==> src/rtl/uart_byte_packer_256.sv <==
// uart_byte_packer_256
// Packs a UART byte stream into BYTES_PER_WORD-byte words for a FIFO write port.
// The first byte of a word lands in the least-significant lane. A single holding
// register sits between the assembly register and the FIFO. This lets the
// unstallable byte stream keep filling the next word while the FIFO is full.
// A byte that arrives while both registers are full is dropped, and the sticky
// overflow flag is raised.
module uart_byte_packer_256 #(
    parameter int BYTES_PER_WORD = 32,
    parameter int CNT_W          = 6,
    localparam int W             = 8 * BYTES_PER_WORD
) (
    input  logic             sclk,
    input  logic             srst_n,
    input  logic             rx_valid,
    input  logic [7:0]       rx_data,
    input  logic             sof,
    input  logic             wr_ready,
    output logic             wren,
    output logic [W-1:0]     data256,
    output logic             hold_valid,
    output logic [CNT_W-1:0] byte_cnt,
    output logic             overflow,
    input  logic             clr_ovf
);

    localparam logic [CNT_W-1:0] LAST_LANE = CNT_W'(BYTES_PER_WORD - 1);
    localparam logic [CNT_W-1:0] ONE       = CNT_W'(1);

    // Assembly side: partial word, its fill count, and "full word waiting for the hold"
    logic [W-1:0]     asm_q, asm_d;
    logic [CNT_W-1:0] byte_cnt_q, byte_cnt_d;
    logic             asm_full_q, asm_full_d;

    // Holding register facing the FIFO
    logic [W-1:0]     hold_q, hold_d;
    logic             hold_valid_q, hold_valid_d;

    // Sticky lost-byte flag
    logic             overflow_q, overflow_d;

    // Working signals for the next-state logic
    logic             wren_c;
    logic             hold_free;
    logic [CNT_W-1:0] eff_cnt;
    logic             eff_full;
    logic             drop;
    logic [W-1:0]     lane_word;
    logic [W-1:0]     lane0_word;

    // Returns word w with byte b written into lane 'lane'
    function automatic logic [W-1:0] put_lane(input logic [W-1:0]     w,
                                              input logic [CNT_W-1:0] lane,
                                              input logic [7:0]       b);
        logic [W-1:0] r;
        r = w;
        for (int k = 0; k < BYTES_PER_WORD; k++) begin
            if (lane == CNT_W'(k)) begin
                r[8*k +: 8] = b;
            end
        end
        return r;
    endfunction

    // Next-state logic: sof resync first, then either drain a blocked word or accept a byte
    always_comb begin
        wren_c     = hold_valid_q & wr_ready;
        hold_free  = ~hold_valid_q | wren_c;

        // sof discards the partial or blocked word before the incoming byte is considered,
        // so a byte in the sof cycle is simply the first byte of a fresh word
        eff_cnt    = sof ? '0 : byte_cnt_q;
        eff_full   = sof ? 1'b0 : asm_full_q;

        lane_word  = put_lane(asm_q, eff_cnt, rx_data);
        lane0_word = put_lane(asm_q, '0, rx_data);

        asm_d        = asm_q;
        byte_cnt_d   = eff_cnt;
        asm_full_d   = eff_full;
        hold_d       = hold_q;
        hold_valid_d = hold_valid_q & ~wren_c;
        drop         = 1'b0;

        if (eff_full) begin
            // A blocked word can only be waiting while the hold is busy, so a free
            // hold here always means the hold is being written this cycle
            if (wren_c) begin
                hold_d       = asm_q;
                hold_valid_d = 1'b1;
                asm_full_d   = 1'b0;
                byte_cnt_d   = '0;
                if (rx_valid) begin
                    asm_d      = lane0_word;
                    byte_cnt_d = ONE;
                end
            end else if (rx_valid) begin
                drop = 1'b1;
            end
        end else if (rx_valid) begin
            asm_d = lane_word;
            if (eff_cnt == LAST_LANE) begin
                if (hold_free) begin
                    hold_d       = lane_word;
                    hold_valid_d = 1'b1;
                    byte_cnt_d   = '0;
                end else begin
                    asm_full_d   = 1'b1;
                    byte_cnt_d   = LAST_LANE;
                end
            end else begin
                byte_cnt_d = eff_cnt + ONE;
            end
        end

        // A drop in the same cycle as a clear must leave the flag set
        overflow_d = drop ? 1'b1 : (overflow_q & ~clr_ovf);
    end

    // State registers; reset clears everything, including the data paths
    always_ff @(posedge sclk or negedge srst_n) begin
        if (!srst_n) begin
            asm_q        <= '0;
            byte_cnt_q   <= '0;
            asm_full_q   <= 1'b0;
            hold_q       <= '0;
            hold_valid_q <= 1'b0;
            overflow_q   <= 1'b0;
        end else begin
            asm_q        <= asm_d;
            byte_cnt_q   <= byte_cnt_d;
            asm_full_q   <= asm_full_d;
            hold_q       <= hold_d;
            hold_valid_q <= hold_valid_d;
            overflow_q   <= overflow_d;
        end
    end

    assign wren       = wren_c;
    assign data256    = hold_q;
    assign hold_valid = hold_valid_q;
    assign byte_cnt   = byte_cnt_q;
    assign overflow   = overflow_q;

endmodule
==> config.mk <==
export PLATFORM = sky130hd
export DESIGN_NAME = uart_byte_packer_256
export DESIGN_NICKNAME = d
export VERILOG_FILES = /design/src/rtl/uart_byte_packer_256.sv
export SDC_FILE = /design/constraint.sdc
export NUM_CORES = 1
export LEC_CHECK = 0
export BUFFER_PORTS_ARGS = -buffer_cell sky130_fd_sc_hd__buf_2
export CAP_MARGIN = 20
export CORE_MARGIN = 4
export CORE_UTILIZATION = 40
export DETAILED_ROUTE_END_ITERATION = 16
export HOLD_SLACK_MARGIN = 0.02
export PLACE_DENSITY_LB_ADDON = 0.12
export SLEW_MARGIN = 20
export SYNTH_ARGS = -nofsm -noshare
export SYNTH_HDL_FRONTEND = slang
export SYNTH_SLANG_ARGS = --single-unit
==> constraint.sdc <==
create_clock -name sclk -period 2.3 [get_ports sclk]
set_input_delay 0.23 -clock sclk [delete_from_list [all_inputs] [get_ports sclk]]
set_output_delay 0.23 -clock sclk [all_outputs]
set_load 0.01 [all_outputs]
==> flow_summary.json, run 1 <==
{
  "clk_latency_ns": 0.59,
  "crit_path_max_fanout": 10,
  "wl_mm": 58.2,
  "grt_use_total_pct": 18.6,
  "slowest_stage": "dfrtp_1",
  "final_common_cell": "mux2_2",
  "synth_top_area_share_pct": 55.7,
  "ys.flop_type": "dfrtp_1",
  "start_kind": "flop",
  "tritoncts": "done",
  "fmax_ghz": 0.436,
  "leakagePower_nw": 14.8,
  "crit_path_end_kind": "flop",
  "path_cells": "nor2b_2 -> inv_1 -> ha_2 -> nand3_1 -> nor2_2 -> buf_4 -> mux2_2",
  "required_ns": 2.77,
  "cts-buffers-inserted": 55,
  "fin_tns_setup_ns": 0,
  "grt_pass1_wl_mm": 91.7,
  "fin_ws_ns": 0.00837,
  "die_height_um": 250,
  "gr-total-overflow": 0,
  "clockBufferDepth": 3,
  "dieWidth_um": 250,
  "first_pass_iters": 4,
  "syn_area_um2": 23400,
  "grt_max_degree": 76,
  "tightestPinTransition_ns": 0.861,
  "cts.sinks": 521,
  "antenna_found_initial": 3,
  "fin_crit_sh_pct": 99.6,
  "post_drt_wl_per_cell_um": 21.7,
  "fin_skew_ns": 0.0181,
  "final_hold_viol_count": 0,
  "synth_cells": 1553,
  "cts_setup_buffers": 0,
  "synth_compound_area_share_pct": 1.09,
  "power.density_nw_per_um2": 718,
  "antenna_left": 0,
  "layout-drive-gt1-share_pct": 65.9,
  "synth.distinct_cells": 53,
  "postLayoutCoreUtil_pct": 48.9,
  "pin_count": 279,
  "cts.reportedPaths.clkPinSlew_ns": 0.07,
  "fin_nets": 1888,
  "vias": 13800,
  "numPortBuffers": 278,
  "synthXorXnorAreaFrac_pct": 0.112,
  "rrSetupSlack_ns": 0.008,
  "setup_viol_count_final": 0,
  "synth-seq-area-share_pct": 55.7,
  "die_area_um2": 62500,
  "syn_to_final_growth_pct": 20.7,
  "yosysWarnings": 0,
  "rows": 88,
  "start_util_pct": 40.5,
  "synth_edf_count": 0,
  "slew_viol_final": 0,
  "power_w": 0.0203,
  "syn-num-nets": 1570,
  "path_class": "flop to flop",
  "syn_area_per_cell_um2": 15.1,
  "slowest_delay_ns": 0.44,
  "fp.coreArea_um2": 57800,
  "post-dp-hpwl_mm": 38.9,
  "crit_buf_inv": 2,
  "peakVddDrop_mv": 0.579,
  "synth_top_family_by_area": "multiplexers",
  "layout_common_cells": "mux2_2, dfrtp_1, buf_2",
  "synthMuxAreaShare_pct": 36.9,
  "pre_cts_slack_ns": -0.0319,
  "arrival_ns": 2.76,
  "avgViaCountPerCell": 5.15,
  "synth.area.top_cells": "dfrtp_1, mux2_2, mux2_1",
  "synthAdderAreaFrac_pct": 0.160,
  "drt_iter0_markers": 517,
  "min_path_type": "input port to flop",
  "rsz0062_at_grt": "true",
  "synth_top_area_cell": "dfrtp_1",
  "ys_ff_latch": 521,
  "drc": 0,
  "synthArstFlopShare_pct": 100,
  "htree_levels": 2,
  "drv_cap": 0,
  "grt_pass1_vias": 14900,
  "min_period_ns": 2.29,
  "place.gp.congestion": 0.789,
  "status": "finished, final reports clean",
  "cts_root_buffer": "clkbuf_16",
  "synth-simple-area-share_pct": 3.51,
  "relSlewSlack_pct": 42.6,
  "path_delay_family": "simple AND/OR/NAND/NOR gates"
}
power breakdown:
group / switching [W] / total [W] / internal, W
registers: 0.000181 / 0.00974 / 0.00956
logic: 0.000765 / 0.00150 / 0.000737
clock network: 0.00363 / 0.00904 / 0.00542
total: 0.00457 / 0.0203 / 0.0157
kinds of logic (layout without fill, tap and decap cells):
logic type / Yosys count / in the layout
and+or+nand+nor: 106 / 106
xor gates and xnor gates: 3 / 3
muxes: 768 / 768
AOI/OAI and AO/OA: 32 / 32
buffers and inverters: 120 / 481
adders and majority gates: 3 / 3
DFF: 521 / 521
other: 0 / 4
path summary, 6_finish.rpt:
path | startpoint | end | cells past startpoint
worst max-delay path | byte_cnt[1] | asm_q[239] | 7
worst min-delay path | rx_data[0] | asm_q[248] | 2
worst max register to register | byte_cnt[1] | asm_q[239] | 7
worst min register to register | data256[196] | data256[196] | 1
max in group asynchronous | srst_n | data256[133] | 3
min in group asynchronous | srst_n | asm_q[172] | 2
through the flow:
step | area (um^2) | hold WS (ns) | cells
2_1_floorplan | 23500 | -0.0656 | 1553
3_3_place_gp | 26300 | 0.255 | 2575
3_5_place_dp | 26300 | 0.270 | 2575
4_1_cts | 28200 | 0.0432 | 2679
5_1_grt | 28300 | 0.0669 | 2681
6_report | 28300 | 0.0775 | 2683
area by class of cell:
| class | count | area, um^2 |
|---|---|---|
| repair buffers | 377 | 2520 |
| flip-flops and latches | 521 | 13000 |
| clock buffers | 82 | 1700 |
| clock inverters | 18 | 169 |
| diodes | 4 | 10.0 |
| multi-input cells | 912 | 9860 |
| inverters | 4 | 15.0 |
| fillers | 5119 | 29500 |
| well taps | 765 | 957 |
synthesized netlist by cell type, types with 3 or more instances:
cell	instances
nand2b_1	5
mux2_2	742
nand2_1	18
nand3_2	6
buf_4	34
ha_1	3
inv_1	4
nand4_2	7
nor3_1	5
nor2_1	5
nor2_2	8
and2_1	5
nand3_1	14
o21ai_1	4
o211ai_2	4
nor2b_1	5
mux2_1	26
clkbuf_1	56
o21ai_0	5
nand3_4	3
a32o_1	3
buf_1	10
nand4_1	5
nor4b_4	4
dfrtp_1	521
buf_2	16
registers in the layout (all words and copies together) (netlist names):
| register | cells |
|---|---|
| asm_full_q | 1 |
| asm_q | 256 |
| byte_cnt | 6 |
| data256 | 256 |
| hold_valid | 1 |
| overflow | 1 |
worst reg2reg max path: stages, from the launching register on:
cell and delay [ns]:
dfrtp_1 0.44, nor2b_2 0.20, inv_1 0.07, ha_2 0.40
nand3_1 0.33, nor2_2 0.19, buf_4 0.19, mux2_2 0.36
what timing repair did:
item / CTS / global route
resized for setup: 1 / 5
endpoints found under the setup margin: 8 / 95
endpoints found under the hold margin: 51 / 0
hold buffers: 4 / 0
metal layers:
layer  track usage, %  routed length (um)
met5                0                   0
met4             4.49                1020
met3             3.44                2290
met2             29.7               27300
met1             26.5               27600
Note: power is estimated with default switching activity, not from simulation.
==> run 2: changes to the inputs <==
- SETUP_SLACK_MARGIN: not set -> 0.05
==> run 2 against run 1 <==
Utilization increased by 0.23 points. Power increased by 1.7%. Sequential share of layout area decreased by 0.22 points. Critical path type unchanged.
==> flow_summary.json, run 2 (same netlist as run 1, synthesis figures left out) <==
{
  "status": "finished, final reports clean",
  "syn_to_final_growth_pct": 21.2,
  "avgViaCountPerCell": 5.13,
  "drv_cap": 0,
  "cts_setup_buffers": 0,
  "setup_viol_count_final": 0,
  "cts.sinks": 521,
  "clockBufferDepth": 3,
  "fmax_ghz": 0.454,
  "rrSetupSlack_ns": 0.1,
  "arrival_ns": 2.70,
  "peakVddDrop_mv": 0.594,
  "slew_viol_final": 0,
  "pin_count": 279,
  "leakagePower_nw": 14.9,
  "relSlewSlack_pct": 38.8,
  "rsz0062_at_grt": "true",
  "cts-buffers-inserted": 56,
  "tritoncts": "done",
  "cts.reportedPaths.clkPinSlew_ns": 0.06,
  "slowest_stage": "dfrtp_1",
  "fin_ws_ns": 0.0991,
  "design_area_um2": 28400,
  "numPortBuffers": 278,
  "min_period_ns": 2.20,
  "final_hold_viol_count": 0,
  "start_kind": "flop",
  "grt_max_degree": 79,
  "htree_levels": 2,
  "postLayoutCoreUtil_pct": 49.1,
  "grt_pass1_wl_mm": 92.5,
  "drt_iter0_markers": 597,
  "fp.coreArea_um2": 57800,
  "pre_cts_slack_ns": 0.0953,
  "fin_nets": 1898,
  "fin_skew_ns": 0.0269,
  "start_util_pct": 40.5,
  "cts_root_buffer": "clkbuf_16",
  "antenna_left": 0,
  "die_area_um2": 62500,
  "wl_mm": 59.4,
  "path_class": "flop to flop",
  "dieWidth_um": 250,
  "crit_buf_inv": 2,
  "vias": 13800,
  "grt_use_total_pct": 18.9,
  "place.gp.congestion": 0.762,
  "tightestPinTransition_ns": 0.918,
  "crit_path_max_fanout": 10,
  "path_delay_family": "simple AND/OR/NAND/NOR gates",
  "placed_cell_area_um2": 26400,
  "path_cells": "nor2b_2 -> inv_1 -> ha_4 -> nand3_1 -> nor2_2 -> buf_4 -> mux2_2",
  "layout_common_cells": "mux2_2, dfrtp_1, buf_2",
  "post-dp-hpwl_mm": 40.5,
  "hold_ws_ns": 0.0848,
  "fin_crit_sh_pct": 95.7,
  "antenna_found_initial": 1,
  "power.density_nw_per_um2": 726,
  "final_common_cell": "mux2_2",
  "crit_path_end_kind": "flop",
  "gr-total-overflow": 0,
  "required_ns": 2.80,
  "grt_pass1_vias": 14800,
  "slowest_delay_ns": 0.44,
  "clk_latency_ns": 0.62,
  "fin_tns_setup_ns": 0,
  "die_height_um": 250,
  "drc": 0,
  "rows": 88,
  "layout-drive-gt1-share_pct": 65.9,
  "first_pass_iters": 4,
  "post_drt_wl_per_cell_um": 22.1,
  "min_path_type": "input port to flop",
  "fillers": 5093
}
[run 2: cell types whose count changed in the layout (fill, tap and decap cells not counted), sizes merged]
cell and delta:
dlygate4sd3 -1, inv +1, bufinv +2, clkbuf +2
diode -2, clkinvlp +1, buf +10, clkinv -4
[run 2: timing repair]
| item | 4_1_cts | 5_1_grt |
|---|---|---|
| setup endpoints to repair | 0 | 60 |
| hold buffers | 3 | 0 |
| hold endpoints to repair | 167 | 0 |
| resized for setup | 0 | 10 |
[run 2: per-layer routing]
layer | track usage, % | vias to the layer above | wire length (um)
met5 | 0 | - | 0
met4 | 4.61 | 0 | 1120
met3 | 3.21 | 58 | 2290
met2 | 31.8 | 227 | 29400
met1 | 25.6 | 7266 | 26600
li1 | - | 6264 | -
[run 2: per-stage QoR]
step	instances	total power [W]
2_1_floorplan	1553	0.0108
3_3_place_gp	2585	0.0114
3_5_place_dp	2585	0.0115
4_1_cts	2690	0.0209
5_1_grt	2690	0.0215
6_report	2692	0.0206
[run 2: final cells by class]
class                   instances  area, um^2  area share (%)
well taps                     765         957            3.37
diodes                          2        5.00          0.0176
multi-input cells             912        9900            34.9
flip-flops and latches        521       13000            45.9
clock inverters                18         251           0.886
repair buffers                386        2560            9.01
clock buffers                  84        1670            5.87
inverters                       4        17.5          0.0617
[run 2: final timing paths]
| kind | depth (start not counted) | end | from |
|---|---|---|---|
| min in group asynchronous | 2 | data256[124] | srst_n |
| worst min register to register | 1 | data256[129] | data256[129] |
| worst max register to register | 7 | asm_q[207] | byte_cnt[1] |
| max in group asynchronous | 3 | asm_q[155] | srst_n |
| worst max-delay path | 7 | asm_q[207] | byte_cnt[1] |
| worst min-delay path | 2 | asm_q[135] | rx_data[7] |
[run 2: power breakdown]
part	leakage [nW]	internal, W	switching (W)
combinational	6.74	0.000772	0.000799
sequential	7.17	0.00956	0.000178
clock	0.947	0.00556	0.00375
total	14.9	0.0159	0.00473
==> run 3: changes to the inputs <==
- CORE_UTILIZATION: 40 -> 45
- clock period: 2.3 -> 2.2 ns (I/O delays scaled with it)
==> run 3 against run 2 <==
Maximum frequency increased by 1.8%. Critical endpoint is now data256[29]. Register-to-register slack worse by 0.06 ns. Sequential power rose by 5%. Highest routed layer unchanged. Power grew 2.3%. Largest cell class unchanged. Die area shrank 11%. Critical path type unchanged.
==> flow_summary.json, run 3 (same netlist as run 1, synthesis figures left out) <==
{
  "fin_skew_ns": 0.0132,
  "start_util_pct": 45.6,
  "post-dp-hpwl_mm": 39.3,
  "fillers": 4209,
  "postLayoutCoreUtil_pct": 55.8,
  "fin_nets": 1900,
  "avgViaCountPerCell": 5.36,
  "cts-buffers-inserted": 56,
  "first_pass_iters": 4,
  "path_class": "flop to flop",
  "setup_viol_count_final": 0,
  "cts.sinks": 521,
  "tritoncts": "done",
  "grt_max_degree": 120,
  "clk_latency_ns": 0.60,
  "grt_pass1_vias": 14900,
  "antenna_left": 0,
  "multiInputGateArea_um2": 10200,
  "crit_path_max_fanout": 8,
  "syn_to_final_growth_pct": 22.4,
  "die_area_um2": 55800,
  "vias": 14000,
  "slew_viol_final": 0,
  "pin_count": 279,
  "clockBufferDepth": 3,
  "design_area_um2": 28700,
  "grt_use_total_pct": 21.1,
  "post_drt_wl_per_cell_um": 22.9,
  "hold_ws_ns": 0.0630,
  "rsz0062_at_grt": "true",
  "peakVddDrop_mv": 0.528,
  "htree_levels": 2,
  "final_hold_viol_count": 0,
  "final_common_cell": "mux2_2",
  "tightestPinTransition_ns": 0.865,
  "drc": 0,
  "rows": 83,
  "required_ns": 2.68,
  "relSlewSlack_pct": 42.0,
  "min_period_ns": 2.16,
  "slowest_stage": "dfrtp_2",
  "die_height_um": 236,
  "power_w": 0.0211,
  "fmax_ghz": 0.462,
  "drt_iter0_markers": 636,
  "leakagePower_nw": 14.9,
  "arrival_ns": 2.64,
  "crit_path_end_kind": "flop",
  "placed_cell_area_um2": 26300,
  "cts.reportedPaths.clkPinSlew_ns": 0.06,
  "place.gp.congestion": 0.830,
  "min_path_type": "input port to async pin",
  "cts_root_buffer": "clkbuf_16",
  "fin_crit_sh_pct": 98.3,
  "wl_mm": 59.8,
  "drv_cap": 0,
  "layout_common_cells": "mux2_2, dfrtp_1, buf_2",
  "start_kind": "flop",
  "gr-total-overflow": 0,
  "regArea_um2": 13000,
  "path_cells": "buf_4 -> nor3_2 -> o211ai_1 -> buf_12 -> mux2_2 -> mux2_1",
  "dieWidth_um": 236,
  "power.density_nw_per_um2": 736,
  "antenna_found_initial": 0,
  "fp.coreArea_um2": 51400,
  "status": "finished, final reports clean",
  "layout-drive-gt1-share_pct": 67.1,
  "slowest_delay_ns": 0.45,
  "grt_pass1_wl_mm": 92.4,
  "numPortBuffers": 278
}
## run 3: critical path: cells and delay by family (launching register included)
kind                   cells  cell delay (ns)
flip-flops                 1             0.45
multiplexers               2             0.57
buffers and inverters      2             0.38
AND/OR/NAND/NOR            1             0.43
AO/OA/AOI/OAI              1             0.21
## run 3: metrics by stage
step	setup TNS (ns)	instances	worst slack (ns)
3_3_place_gp	0	2489	0.0144
6_report	0	2606	0.0373
5_1_grt	-1.83	2604	-0.0829
4_1_cts	0	2595	0.0301
3_5_place_dp	-0.0108	2489	-0.00869
2_1_floorplan	-1.36	1553	-0.0510
## run 3: layout make-up
| type | instances | area share [%] |
|---|---|---|
| inverters | 4 | 0.0611 |
| clock inverters | 7 | 0.218 |
| well taps | 680 | 2.97 |
| flip-flops and latches | 521 | 45.5 |
| diodes | 2 | 0.0175 |
| clock buffers | 92 | 6.13 |
| multi-input cells | 912 | 35.5 |
| repair buffers | 388 | 9.67 |
## run 3: what timing repair did
| action | 4_1_cts | 5_1_grt |
|---|---|---|
| endpoints found under the hold margin | 465 | 0 |
| endpoints found under the setup margin | 185 | 324 |
| gates resized for setup | 5 | 66 |
| pin swaps | 4 | 5 |
| cloned | 0 | 4 |
| setup buffers | 3 | 5 |
| hold buffers | 4 | 0 |
## run 3: routing by layer
layer | share of wire (%) | GRT usage [%] | wire length (um) | vias to the layer above
li1 | - | - | - | 6286
met1 | 45 | 29.6 | 27000 | 7347
met2 | 49 | 34.7 | 29100 | 242
met3 | 4.1 | 3.36 | 2450 | 82
met4 | 2.1 | 5.36 | 1230 | 0
met5 | 0 | 0 | 0 | -
## run 3: worst paths after layout
path,start,end,slack [ns],depth (start not counted)
max,byte_cnt[3],data256[29],0.04,6
min,srst_n,data256[9],0.06,2
max reg2reg,byte_cnt[3],data256[29],0.04,6
min reg2reg,data256[130],data256[130],0.49,1
max in group asynchronous,srst_n,asm_q[84],1.21,3
min in group sclk,sof,byte_cnt[0],0.10,2
## run 3: where the power goes
group / internal, W / leakage [nW] / switching (W)
Combinational: 0.000814 / 6.81 / 0.000826
Clock: 0.00551 / 0.898 / 0.00378
Sequential: 0.00999 / 7.17 / 0.000186
